==> config.mk <==
export PLATFORM = sky130hd
export DESIGN_NAME = host_cmd_decoder
export DESIGN_NICKNAME = d
export VERILOG_FILES = /design/src/rtl/host_cmd_decoder.sv
export SDC_FILE = /design/constraint.sdc
export NUM_CORES = 1
export LEC_CHECK = 0
export BUFFER_PORTS_ARGS = -buffer_cell sky130_fd_sc_hd__buf_4
export CELL_PAD_IN_SITES_DETAIL_PLACEMENT = 1
export CELL_PAD_IN_SITES_GLOBAL_PLACEMENT = 2
export CORE_UTILIZATION = 35
export DETAILED_ROUTE_END_ITERATION = 7
export GPL_TIMING_DRIVEN = 1
export PLACE_DENSITY = 0.76
export SYNTH_ARGS = -nofsm -noshare
export SYNTH_HDL_FRONTEND = slang
export SYNTH_SLANG_ARGS = --single-unit
==> constraint.sdc <==
create_clock -name clk -period 3.2 [get_ports clk]
set_clock_uncertainty 0.05 [all_clocks]
set_input_delay 0.64 -clock clk [delete_from_list [all_inputs] [get_ports clk]]
set_output_delay 0.64 -clock clk [all_outputs]
set_load 0.01 [all_outputs]
==> src/rtl/host_cmd_decoder.sv <==
// Frames the SPI host byte stream into fixed-length command packets and
// presents one decoded command per packet on a valid/ready interface.
module host_cmd_decoder #(
  parameter logic [15:0] TIMEOUT = 16'd1000
) (
  input  logic        clk,
  input  logic        reset,
  input  logic        flush,
  input  logic [7:0]  in_data,
  input  logic        in_vld,
  output logic        in_rdy,
  output logic        cmd_vld,
  input  logic        cmd_rdy,
  output logic [2:0]  cmd_op,
  output logic [15:0] cmd_addr,
  output logic [15:0] cmd_data,
  output logic        err_pulse,
  output logic [7:0]  err_count
);

  localparam logic [7:0] OP_NOP    = 8'h00;
  localparam logic [7:0] OP_FIRE   = 8'h01;
  localparam logic [7:0] OP_STEP   = 8'h02;
  localparam logic [7:0] OP_CLEAR  = 8'h03;
  localparam logic [7:0] OP_CONFIG = 8'h04;

  typedef enum logic [1:0] {IDLE, PAYLOAD, HOLD} state_t;

  state_t      state;
  logic [2:0]  op_q;
  logic [2:0]  remaining;
  logic [31:0] shift;
  logic [31:0] shift_nxt;
  logic [15:0] stall;
  logic        accept;

  function automatic logic [7:0] sat_inc(input logic [7:0] c);
    return (c == 8'hFF) ? c : c + 8'd1;
  endfunction

  // Flush and reset both block the byte offered in the same cycle.
  assign in_rdy    = (state != HOLD) & ~reset & ~flush;
  assign accept    = in_vld & in_rdy;
  assign shift_nxt = {shift[23:0], in_data};

  always_ff @(posedge clk) begin
    if (reset || flush) begin
      state     <= IDLE;
      op_q      <= 3'd0;
      remaining <= 3'd0;
      shift     <= 32'd0;
      stall     <= 16'd0;
      cmd_vld   <= 1'b0;
      cmd_op    <= 3'd0;
      cmd_addr  <= 16'd0;
      cmd_data  <= 16'd0;
      err_pulse <= 1'b0;
      if (reset)
        err_count <= 8'd0;
    end else begin
      err_pulse <= 1'b0;
      case (state)
        IDLE: begin
          if (accept) begin
            shift <= 32'd0;
            stall <= 16'd0;
            case (in_data)
              OP_NOP: ;
              OP_FIRE: begin
                op_q      <= 3'd1;
                remaining <= 3'd3;
                state     <= PAYLOAD;
              end
              OP_STEP: begin
                op_q      <= 3'd2;
                remaining <= 3'd2;
                state     <= PAYLOAD;
              end
              OP_CLEAR: begin
                cmd_op   <= 3'd3;
                cmd_addr <= 16'd0;
                cmd_data <= 16'd0;
                cmd_vld  <= 1'b1;
                state    <= HOLD;
              end
              OP_CONFIG: begin
                op_q      <= 3'd4;
                remaining <= 3'd4;
                state     <= PAYLOAD;
              end
              default: begin
                err_pulse <= 1'b1;
                err_count <= sat_inc(err_count);
              end
            endcase
          end
        end
        PAYLOAD: begin
          if (accept) begin
            shift     <= shift_nxt;
            stall     <= 16'd0;
            remaining <= remaining - 3'd1;
            if (remaining == 3'd1) begin
              cmd_op  <= op_q;
              cmd_vld <= 1'b1;
              state   <= HOLD;
              // Fields are pulled from the byte-aligned tail of the shift register.
              case (op_q)
                3'd1: begin
                  cmd_addr <= shift_nxt[23:8];
                  cmd_data <= {8'h00, shift_nxt[7:0]};
                end
                3'd2: begin
                  cmd_addr <= 16'd0;
                  cmd_data <= shift_nxt[15:0];
                end
                default: begin
                  cmd_addr <= shift_nxt[31:16];
                  cmd_data <= shift_nxt[15:0];
                end
              endcase
            end
          end else if (TIMEOUT != 16'd0 && stall == TIMEOUT - 16'd1) begin
            stall     <= 16'd0;
            state     <= IDLE;
            err_pulse <= 1'b1;
            err_count <= sat_inc(err_count);
          end else begin
            stall <= stall + 16'd1;
          end
        end
        HOLD: begin
          if (cmd_rdy) begin
            cmd_vld <= 1'b0;
            state   <= IDLE;
          end
        end
        default: state <= IDLE;
      endcase
    end
  end

endmodule

## Yosys cells after proc, flatten, opt, wreduce, memory -nomap -nowiden

Cells that the tools add are included.

| operators by class | value |
|---|---|
| add/sub/neg operators | 3 |
| equality and inequality tests | 26 |
| muxes and demuxes | 53 |
| bitwise operators | 5 |
| reductions and logical operators | 17 |

Operators with widths:

| operator | count |
|---|---|
| $mux W16 | 10 |
| $pmux W16 S2 | 4 |
| $mux W8 | 7 |
| $mux W24 | 2 |
| $pmux W24 S2 | 1 |
| $mux W3 | 6 |
| $ne A3 B3 Y1 const B | 6 |
| $pmux W3 S3 | 2 |
| $add A16 B1 Y16 const B | 1 |
| $eq A16 B10 Y1 const B | 1 |
| $eq A8 B2 Y1 const B | 2 |
| $pmux W8 S2 | 1 |
| $ne A2 B2 Y1 const B | 6 |
| $pmux W3 S2 | 2 |
| $reduce_and A6 Y1 | 2 |
| $mux W2 | 5 |
| $reduce_and A5 Y1 | 2 |
| $mux W1 | 9 |
| $reduce_bool A3 Y1 | 3 |
| $add A8 B1 Y8 const B | 1 |
| $eq A8 B1 Y1 const B | 1 |
| $eq A8 B3 Y1 const B | 1 |
| $eq A8 B8 Y1 const B | 1 |
| $logic_not A8 Y1 | 1 |
| 22 further kinds | 27 |

| storage, ports and cells | value |
|---|---|
| register bits | 93 |
| input bits | 13 |
| output and inout bits | 46 |
| word-level logic and storage cells | 115 |

## Depth between registers and ports, before layout

Gate-level depths: netlist of run 1.

| logic depth | value |
|---|---|
| depth after elaboration | 7 |
| mapped depth | 9 |
| depth with buffers taken out | 7 |

## Worst setup path before layout of run 1

OpenSTA, ideal clock, no wires.

| timing path | value |
|---|---|
| path kind | reg-to-reg |
| from | register state[0] |
| to | register err_count[0] (enable) |
| setup time | 0.375 ns |
| arrival | 1.951 ns |
| data required time | 2.775 ns |
| slack | 0.824 ns |
| cell stages (with the launch flop) | 8 |
| buffers on the path | 0 |
| period minus slack after synthesis | 2.376 ns |
| path through | dfxtp_1 -> inv_1 -> ha_1 -> nor4b_4 -> nand2_1 -> a21oi_1 -> a22oi_1 -> o21bai_1 |

| between the ends | value |
|---|---|
| word-level cells in the longest chain between the ends | 6 |
| elaborated cells between the ends (all ways) | 12 |
| those cells by class | 6 x eq/ne; 3 x bitwise; 3 x reduce/logical |

RTL lines:

| item | line | source |
|---|---|---|
| start: declaration | 29 | `state_t state;` |
| start signal: assignment | 48 | `state <= IDLE;` |
| start signal: assignment | 72 | `state <= PAYLOAD;` |
| start signal: assignment | 77 | `state <= PAYLOAD;` |
| $ne A2 B2 Y1 | 42 | `assign in_rdy = (state != HOLD) & ~reset & ~flush;` |
| $and A1 B1 Y1 (2 in series) | 42 |  |
| $and A1 B1 Y1 | 43 | `assign accept = in_vld & in_rdy;` |
| $ne A3 B3 Y1 (no line) | -- |  |
| $reduce_and A6 Y1 (no line) * | -- |  |
| end signal: assignment | 93 | `err_count <= sat_inc(err_count);` |
| end signal: assignment | 127 | `err_count <= sat_inc(err_count);` |
| end: declaration | 18 | `output logic [7:0] err_count` |

Mark *: on every way between the ends. The rest lies on a longest branch, timed or not.
A chain may end at the register's enable or synchronous reset.

## Final worst setup path of run 1

| timing path | value |
|---|---|
| from | register state[0] |
| to | register remaining[2] |

| between the ends | value |
|---|---|
| word-level cells in the longest chain between the ends | 6 |
| elaborated cells between the ends (all ways) | 12 |
| those cells by class | 5 x eq/ne; 1 x mux; 3 x bitwise; 3 x reduce/logical |

RTL lines:

| item | line | source |
|---|---|---|
| $ne A2 B2 Y1 | 42 |  |
| $and A1 B1 Y1 (2 in series) | 42 |  |
| $and A1 B1 Y1 | 43 |  |
| $ne A2 B2 Y1 (no line) | -- |  |
| $reduce_and A4 Y1 (no line) | -- |  |
| end signal: assignment | 102 | `remaining <= remaining - 3'd1;` |
| end: declaration | 31 | `logic [2:0] remaining;` |

Parallel ways exist; a longest one is shown, timed or not.

==> results of run 1 <==
## layout make-up
cell class,instances,area share [%]
Clock buffer,12,5.26
Clock inverter,4,1.03
Inverter,9,0.663
Multi-Input combinational cell,342,40.3
Sequential cell,93,38.1
Tap cell,143,3.51
Timing Repair Buffer,74,11.1
## worst paths after layout
path,to,slack [ns],cells after the start
worst min-delay path,cmd_data[14],0.41,2
worst max register to register,remaining[2],0.78,7
worst max-delay path,remaining[2],0.78,7
worst min register to register,cmd_data[14],0.41,2
## sequential cells by signal (all words and copies together), names as in the netlist
signal     flops
stall         16
cmd_data      16
op_q           3
remaining      3
err_count      8
cmd_vld        1
cmd_op         3
shift         24
state          2
cmd_addr      16
err_pulse      1
## Yosys cell counts (all sizes together) (2+ instances only)
library cell,instances
dfxtp,85
nor2,66
nand2,40
a21oi,35
nor3,28
nand3,27
a22oi,25
clkbuf,21
a221oi,17
buf,12
o21ai,12
a311oi,9
a31oi,8
and3,8
edfxtp,8
inv,8
ha,7
nand4,5
xor2,5
mux2i,4
nand2b,4
nand3b,4
and4,3
nor4b,3
o211a,3
or3,3
xnor2,3
a32o,2
nand4b,2
o221a,2
## critical path, delay by kind of cell (launching register included)
| kind | cells | cell delay, ns |
|---|---|---|
| AOI/OAI and AO/OA | 3 | 1.00 |
| adders and majority gates | 1 | 0.28 |
| buffers and inverters | 1 | 0.08 |
| DFF | 1 | 0.33 |
| and+or+nand+nor | 2 | 0.58 |
## kinds of logic (layout without fill, tap and decap cells)
family / count (synthesis) / in the layout / share of synthesized area [%]
compound gates: 122 / 122 / 20.6
xor+xnor: 8 / 8 / 1.67
flops: 93 / 93 / 46.3
fa+ha+maj: 7 / 7 / 2.09
buf+inv: 42 / 99 / 4.74
mux: 4 / 4 / 0.955
simple gates: 201 / 201 / 23.6
## placed cells by master (no fill, tap or decap), drive strengths merged, types with 5 or more instances in the layout
master and instances:
nand4 5, ha 7, edfxtp 8, nand2 40
a22oi 25, clkbuf 12, nor3 28, a311oi 9
buf 74, and3 8, nand3 27, inv 9
dfxtp 85, a221oi 17, nor2 66, a21oi 35
a31oi 8, o21ai 12, xor2 5
## metal layers
metal	track usage (%)	routed length, um
met5	0	0
met4	7.30	176
met1	27.3	5800
met3	2.94	414
met2	34.1	5540
## metrics by stage
step	setup slack [ns]	hold WS, ns	cells	utilization (%)	instance area, um^2
2_1_floorplan	0.824	0.387	477	-	4190
5_1_grt	0.475	0.436	677	44.1	5090
4_1_cts	0.763	0.411	677	44.1	5090
6_report	0.781	0.406	677	44.1	5090
3_5_place_dp	0.563	0.402	661	41.3	4770
3_3_place_gp	0.638	0.393	661	41.3	4770
## report_power, final
part	internal (mW)	total, mW	switching, mW	leakage (nW)
registers	1.18	1.19	0.00827	0.767
clock network	0.678	1.14	0.465	0.158
logic	0.0383	0.105	0.0671	0.899
==> metrics.yaml, run 1 <==
detailed_routing:
  viasPerCell: 5.65
  wl_per_cell_um: 17.6
  totalWireLength_mm: 11.9
  antenna_left: 0
  first_pass_iters: 6
  drc: 8
  via_count: 3824
  drt_iter0_drc: 225
critical_path:
  start_kind: "flop"
  path_cells: "inv_1 > ha_1 > nor4b_4 > nand4_1 > o21ai_0 > o21ai_0 > a32o_1"
  critPathArrivalTime_ns: 2.60
  end_kind: "flop"
  max_stage_delay_ns: 0.52
  cpMostUsedCell: "o21ai_0"
  cp_max_fo: 6
  critical-path-slowest-cell: "o21ai_0"
  worstPathRequired_ns: 3.38
  reg2reg_from: "state[0]"
  cp-startpoint: "state[0]"
  critical_path_class: "reg2reg"
power_and_ir_drop:
  ir_drop_mv: 0.196
  p_leak_nw: 1.82
  powerDensity_nw_per_um2: 478
  p_total_mw: 2.44
floorplanning:
  initial_core_util_pct: 36.3
  io_pins: 59
  fp.dieW_um: 111
  die_h_um: 111
  dieArea_um2: 12400
  coreArea_um2: 11600
  num_rows: 39
global_route:
  grt_pass1_vias: 3987
  grt_max_degree: 62
  grt_pass1_wl_mm: 20.5
  grt_overflow: 0
  track_usage_pct: 20.6
  grt_antenna_before_repair: 0
placed_design:
  gp_congestion: 0.776
  port_buffers: 58
  hpwl_mm: 7.88
hold_path:
  worstHoldStart: "cmd_data[14]"
  hold_class: "reg2reg"
logic_synthesis:
  synth_seq_cells: 93
  synth_ff_type: "dfxtp_1"
  async_reset_ff_share_pct: 0
  netlist_top_cells_area: "dfxtp_1 41%, nor2_1 5.9%, edfxtp_1 5.7%"
  synth_cell_type_count: 55
  yosysWarnings: 0
  synth_largest_area_cell: "dfxtp_1"
  ys_seq_area_share_pct: 46.3
  syn_nets: 497
  synth_edf_count: 8
  synth_top_area_share_pct: 40.6
  avgSynthCellArea_um2: 8.79
  postSynthCellCount: 477
  synth_area_um2: 4190
finish:
  multiInputGateArea_um2: 2050
  n_antenna_cell: 0
  register_area_um2: 1940
  nets: 549
  drive_above_1_share_pct: 18.4
  fillers: 1381
  area_delta_synth_final_pct: 21.5
clock_tree:
  clk_pin_slew_ns: 0.07
  cts_resized: 0
  cts_tree: "yes"
  postCtsSetupRepairBufs: 0
  ctsRootBufferMaster: "clkbuf_16"
  cts_buffers: 9
  clk_latency_ns: 0.34
  clockBufferDepth: 2
  holdBufCountCts: 0
  clock_sinks: 93
  htree_levels: 3
timing:
  finalHoldViolCount: 0
  tightest_slew_ns: 0.691
  maxSlewViolCount: 0
  min_period_ns: 2.42
  max_freq_mhz: 413
  grt_setup_unrepaired: "no"
  setup_viol: 0
  max_slew_margin_pct: 53.9
  finalCritPeriodShare_pct: 75.6
  fin_setup_tns_ns: 0
outcome:
  failed_checks: "design-rule violations"
  status: "finished with violations"
flow_run:
  cap_violations: 0
No activity file was read; power rests on OpenSTA's default activity.
==> run 2, diff against run 1 <==
==> constraint.sdc (replaced) <==
create_clock -name clk -period 2.4 [get_ports clk]
set_clock_uncertainty 0.05 [all_clocks]
set_input_delay 0.48 -clock clk [delete_from_list [all_inputs] [get_ports clk]]
set_output_delay 0.48 -clock clk [all_outputs]
set_load 0.01 [all_outputs]
==> metrics.yaml, run 2 (synthesis results as in run 1) <==
outcome:
  status: "finished with violations"
  failed_checks: "design-rule violations"
power_and_ir_drop:
  p_leak_nw: 1.89  # +3.8%
  powerDensity_nw_per_um2: 594  # +24%
  ir_drop_mv: 0.258  # +32%
finish:
  mostFrequentLayoutCell: "buf_4"
  final_cell_mix: "90 x buf_4, 85 x dfxtp_1, 66 x nor2_1"
  area_delta_synth_final_pct: 24.0
  multiInputGateArea_um2: 2060  # +0.24%
  drive_above_1_share_pct: 21.4  # +3.0 points
  n_antenna_cell: 0  # unchanged
  nets: 567  # +3.3%
  fillers: 1351  # -2.2%
  stdcell_count: 695  # +2.7%
  largest_reg_flops: 24  # unchanged
  register_area_um2: 1940  # unchanged
  max_flop_register: "shift"
critical_path:
  path_cells: "inv_1 > ha_1 > or4b_1 > o221a_2 > and2_1 > a41o_1"
  r2r_slack_ns: 0.11  # -0.67 ns
  critical_path_class: "reg2reg"
  critical_path_depth: 6  # -1
  path_delay_family: "simple AND/OR/NAND/NOR gates"
  end_kind: "flop"
  max_stage_delay_ns: 0.69  # +0.17 ns
  critPathArrivalTime_ns: 2.48  # -0.12 ns
  r2r_cells: 6  # -1
  path_buf_inv: 1  # unchanged
  critical-path-slowest-cell: "or4b_1"
  worstPathRequired_ns: 2.59  # -0.79 ns
  start_kind: "flop"
  cp_max_fo: 7  # +1
detailed_routing:
  totalWireLength_mm: 11.9  # -0.36%
  drc: 7  # -1
  antenna_left: 0  # unchanged
  viasPerCell: 5.57  # -1.3%
  via_count: 3874  # +1.3%
  wl_per_cell_um: 17.1  # -2.9%
  first_pass_iters: 6  # unchanged
  drt_iter0_drc: 180  # -20%
floorplanning:
  dieArea_um2: 12400  # unchanged
  die_h_um: 111  # unchanged
  io_pins: 59  # unchanged
  coreArea_um2: 11600  # unchanged
  initial_core_util_pct: 36.3  # unchanged
  fp.dieW_um: 111  # unchanged
  num_rows: 39  # unchanged
timing:
  tightest_slew_ns: 0.502  # -0.189 ns
  max_freq_mhz: 437  # +5.7%
  finalCritPeriodShare_pct: 95.4  # +20 points
  finalHoldViolCount: 0  # unchanged
  max_slew_margin_pct: 66.2  # +12 points
  grt_setup_unrepaired: "yes"
  min_period_ns: 2.29  # -0.130 ns
  setup_viol: 0  # unchanged
  maxSlewViolCount: 0  # unchanged
  worst_slack_ns: 0.111  # -0.670 ns
  hold_ws_ns: 0.349  # -0.0571 ns
placed_design:
  gp_congestion: 0.810  # +4.4%
  port_buffers: 58  # unchanged
  dp_cells: 678  # +2.6%
  hpwl_mm: 8.32  # +5.6%
  dpl_worst_slack_ns: -0.00767  # -0.571 ns
clock_tree:
  cts_tree: "yes"
  clockBufferDepth: 2  # unchanged
  ctsRootBufferMaster: "clkbuf_16"
  clock_sinks: 93  # unchanged
  cts_buffers: 9  # unchanged
  htree_levels: 3  # unchanged
  clk_pin_slew_ns: 0.06  # about the same
  clk_latency_ns: 0.35  # about the same
hold_path:
  hold_class: "in2reg"
  hold-path-cell-count: 3  # +1
global_route:
  track_usage_pct: 20.0  # -0.57 points
  grt_pass1_vias: 3895  # -2.3%
  grt_pass1_wl_mm: 19.9  # -3.2%
  grt_overflow: 0  # unchanged
  grt_max_degree: 45  # -27%
  grt_antenna_before_repair: 0  # unchanged
flow_run:
  cap_violations: 0  # unchanged
-- run 2: worst reg2reg max path, delay by kind of cell (launching register included) --
kind                       cells  cell delay (ns)
AOI/OAI and AO/OA              2             0.57
adders and majority gates      1             0.26
buffers and inverters          1             0.09
DFF                            1             0.34
and+or+nand+nor                2             0.86
-- run 2: stage by stage --
step,power (mW),utilization (%),setup TNS (ns),area (um^2)
after floorplan,1.69,-,0,4190
after global placement,1.76,42.4,0,4900
after detailed placement,1.77,42.4,-0.0582,4900
after CTS,3.13,44.8,0,5180
after global routing,3.20,44.9,-0.0571,5200
final,3.09,44.9,0,5200
-- run 2: path summary, 6_finish.rpt --
| path | startpoint | endpoint |
|---|---|---|
| max | state[0] | state[0] |
| min | in_data[3] | shift[3] |
| max reg2reg | state[0] | state[0] |
| min reg2reg | cmd_data[0] | cmd_data[0] |
-- run 2: per-layer routing --
| layer | vias to the layer above | share of wire (%) | wire, um | track usage, % |
|---|---|---|---|---|
| li1 | 1905 | - | - | - |
| met1 | 1898 | 48 | 5650 | 26.3 |
| met2 | 60 | 48 | 5730 | 33.1 |
| met3 | 11 | 2.9 | 342 | 2.56 |
| met4 | 0 | 1.4 | 168 | 8.38 |
| met5 | - | 0 | 0 | 0 |
-- run 2: power by group --
part	switching [mW]	internal, mW	total (mW)
sequential	0.0111	1.57	1.59
clock	0.621	0.733	1.35
combinational	0.0904	0.0559	0.146
total	0.723	2.36	3.09
-- run 2: area by class of cell --
| class | instances | area share [%] |
|---|---|---|
| Tap cell | 143 | 3.44 |
| Clock inverter | 5 | 0.698 |
| Multi-Input combinational cell | 342 | 39.6 |
| Sequential cell | 93 | 37.4 |
| Clock buffer | 11 | 4.67 |
| Timing Repair Buffer | 92 | 13.6 |
| Inverter | 9 | 0.650 |
-- run 2: timing repair --
action	CTS	global route
hold buffers	0	0
pin swaps	1	2
gates resized for setup	0	3
setup buffers	0	1
endpoints found under the setup margin	8	8
==> run 3, diff against run 2 <==
--- a/config.mk
+++ b/config.mk
@@ -8,9 +8,11 @@
 export BUFFER_PORTS_ARGS = -buffer_cell sky130_fd_sc_hd__buf_4
 export CELL_PAD_IN_SITES_DETAIL_PLACEMENT = 1
 export CELL_PAD_IN_SITES_GLOBAL_PLACEMENT = 2
+export CORE_ASPECT_RATIO = 1.2
 export CORE_UTILIZATION = 35
 export DETAILED_ROUTE_END_ITERATION = 7
 export GPL_TIMING_DRIVEN = 1
+export HOLD_SLACK_MARGIN = 0.02
 export PLACE_DENSITY = 0.76
 export SYNTH_ARGS = -nofsm -noshare
 export SYNTH_HDL_FRONTEND = slang
==> metrics.yaml, run 3 (synthesis results as in run 1) <==
timing:
  grt_setup_unrepaired: "no"
  maxSlewViolCount: 0  # unchanged
  setup_viol: 0  # unchanged
  min_period_ns: 2.24  # -0.0532 ns
  finalHoldViolCount: 0  # unchanged
  max_slew_margin_pct: 56.8  # -9.3 points
  fin_setup_tns_ns: 0  # unchanged
  max_freq_mhz: 447  # +2.4%
  tightest_slew_ns: 0.647  # +0.145 ns
  worst_slack_ns: 0.165  # +0.0532 ns
  finalCritPeriodShare_pct: 93.1  # -2.2 points
hold_path:
  hold_class: "in2reg"
  hold_end: "shift[7]"
  worstHoldStart: "in_data[7]"
  hold-path-cell-count: 3  # unchanged
floorplanning:
  coreArea_um2: 11600  # +0.49%
  fp.dieW_um: 102  # -8.6%
  die_h_um: 122  # +9.4%
  io_pins: 59  # unchanged
  initial_core_util_pct: 36.1  # -0.18 points
  num_rows: 43  # +10%
  dieArea_um2: 12400  # about the same
clock_tree:
  htree_levels: 3  # unchanged
  cts_buffers: 9  # unchanged
  clk_pin_slew_ns: 0.07  # about the same
  ctsRootBufferMaster: "clkbuf_16"
  clk_latency_ns: 0.35  # about the same
  clock_sinks: 93  # unchanged
  clockBufferDepth: 2  # unchanged
  cts_tree: "yes"
detailed_routing:
  antenna_left: 0  # unchanged
  wl_met1_mm: 5.90  # +4.5%
  via_count: 3900  # +0.67%
  viasPerCell: 5.52  # -1.0%
  routed-wl-met3_um: 273  # -20%
  drt_iter0_drc: 161  # -11%
  totalWireLength_mm: 12.1  # +2.2%
  wl_per_cell_um: 17.2  # +0.46%
  first_pass_iters: 4  # -2
  drc: 0  # -7
  dr_wl_met2_mm: 5.79  # +1.1%
  top_layer_used: "met4"
finish:
  finish.utilization_pct: 45.5  # +0.56 points
  max_flop_register: "shift"
  nets: 565  # -0.35%
  largest_reg_flops: 24  # unchanged
  final_cell_mix: "86 x buf_4, 85 x dfxtp_1, 65 x nor2_1"
  area_delta_synth_final_pct: 26.1
  n_antenna_cell: 0  # unchanged
  mostFrequentLayoutCell: "buf_4"
  drive_above_1_share_pct: 20.9  # -0.47 points
placed_design:
  port_buffers: 58  # unchanged
  hpwl_mm: 8.50  # +2.1%
  gp_congestion: 0.811  # about the same
  dpl_worst_slack_ns: 0.0669  # +0.0746 ns
critical_path:
  worstPathRequired_ns: 2.59  # about the same
  reg2reg_from: "state[0]"
  end_kind: "flop"
  start_kind: "flop"
  critical_path_class: "reg2reg"
  r2r_slack_ns: 0.16  # +0.05 ns
  r2r_cells: 6  # unchanged
  critPathArrivalTime_ns: 2.43  # -0.05 ns
  cp_max_fo: 7  # unchanged
  cp-startpoint: "state[0]"
  r2r-end: "state[0]"
global_route:
  grt_overflow: 0  # unchanged
  track_usage_pct: 20.8  # +0.83 points
  grt_max_degree: 84  # +87%
  grt_pass1_wl_mm: 20.1  # +0.80%
  grt_antenna_before_repair: 0  # unchanged
  grt_pass1_vias: 3960  # +1.7%
outcome:
  status: "finished, final reports clean"
flow_run:
  cap_violations: 0  # unchanged
power_and_ir_drop:
  powerDensity_nw_per_um2: 623  # +4.9%
  p_leak_nw: 1.92  # +1.1%
  ir_drop_mv: 0.253  # -2.1%
==> run 3: layer usage <==
| layer | global-route usage, % | up-vias |
|---|---|---|
| met5 | 0 | - |
| met4 | 7.41 | 0 |
| met3 | 3.50 | 15 |
| met2 | 32.9 | 46 |
| met1 | 28.5 | 1934 |
| li1 | - | 1905 |
==> run 3: report_power, final <==
group,total (mW),internal (mW),switching [mW]
Sequential,1.59,1.57,0.0112
Clock,1.56,0.935,0.625
Combinational,0.150,0.0586,0.0916
Total,3.30,2.57,0.728
==> run 3: per-stage QoR <==
stage | cells | total power, mW | cell area (um^2) | hold WS (ns)
CTS | 705 | 3.33 | 5260 | 0.366
global placement | 689 | 1.77 | 4930 | 0.392
floorplan | 477 | 1.69 | 4190 | 0.387
global route | 707 | 3.41 | 5290 | 0.393
detailed placement | 689 | 1.77 | 4930 | 0.401
finish | 707 | 3.30 | 5290 | 0.373
==> run 3: worst max path at each step <==
stage / to / slack, ns / cells after the start
final: state[0] / 0.16 / 6
after global routing: cmd_vld / 0.01 / 7
after CTS: err_count[6] / 0.06 / 8
after detailed placement: err_count[6] / 0.07 / 8
after global placement: err_count[7] / 0.10 / 7
after floorplan: err_count[0] / 0.02 / 7
==> run 3: worst max-delay path, stage by stage, from the launching register on <==
cell and delay [ns]:
dfxtp_1 0.33, inv_1 0.07, ha_1 0.26, or4b_1 0.68
o221a_2 0.33, and2_1 0.18, a41o_1 0.23
==> run 3: cell type report <==
| class | count | area, um^2 |
|---|---|---|
| Timing Repair Buffer | 90 | 726 |
| Multi-Input combinational cell | 342 | 2060 |
| Fill cell | 1394 | 6330 |
| Tap cell | 157 | 196 |
| Inverter | 9 | 33.8 |
| Clock inverter | 3 | 47.5 |
| Clock buffer | 13 | 282 |
| Sequential cell | 93 | 1940 |
==> run 3: timing repair <==
item                                    in CTS  in global routing
endpoints found under the setup margin       0                 32
gates resized for setup                      0                  2
hold buffers                                 0                  0
buffers inserted                             0                  2
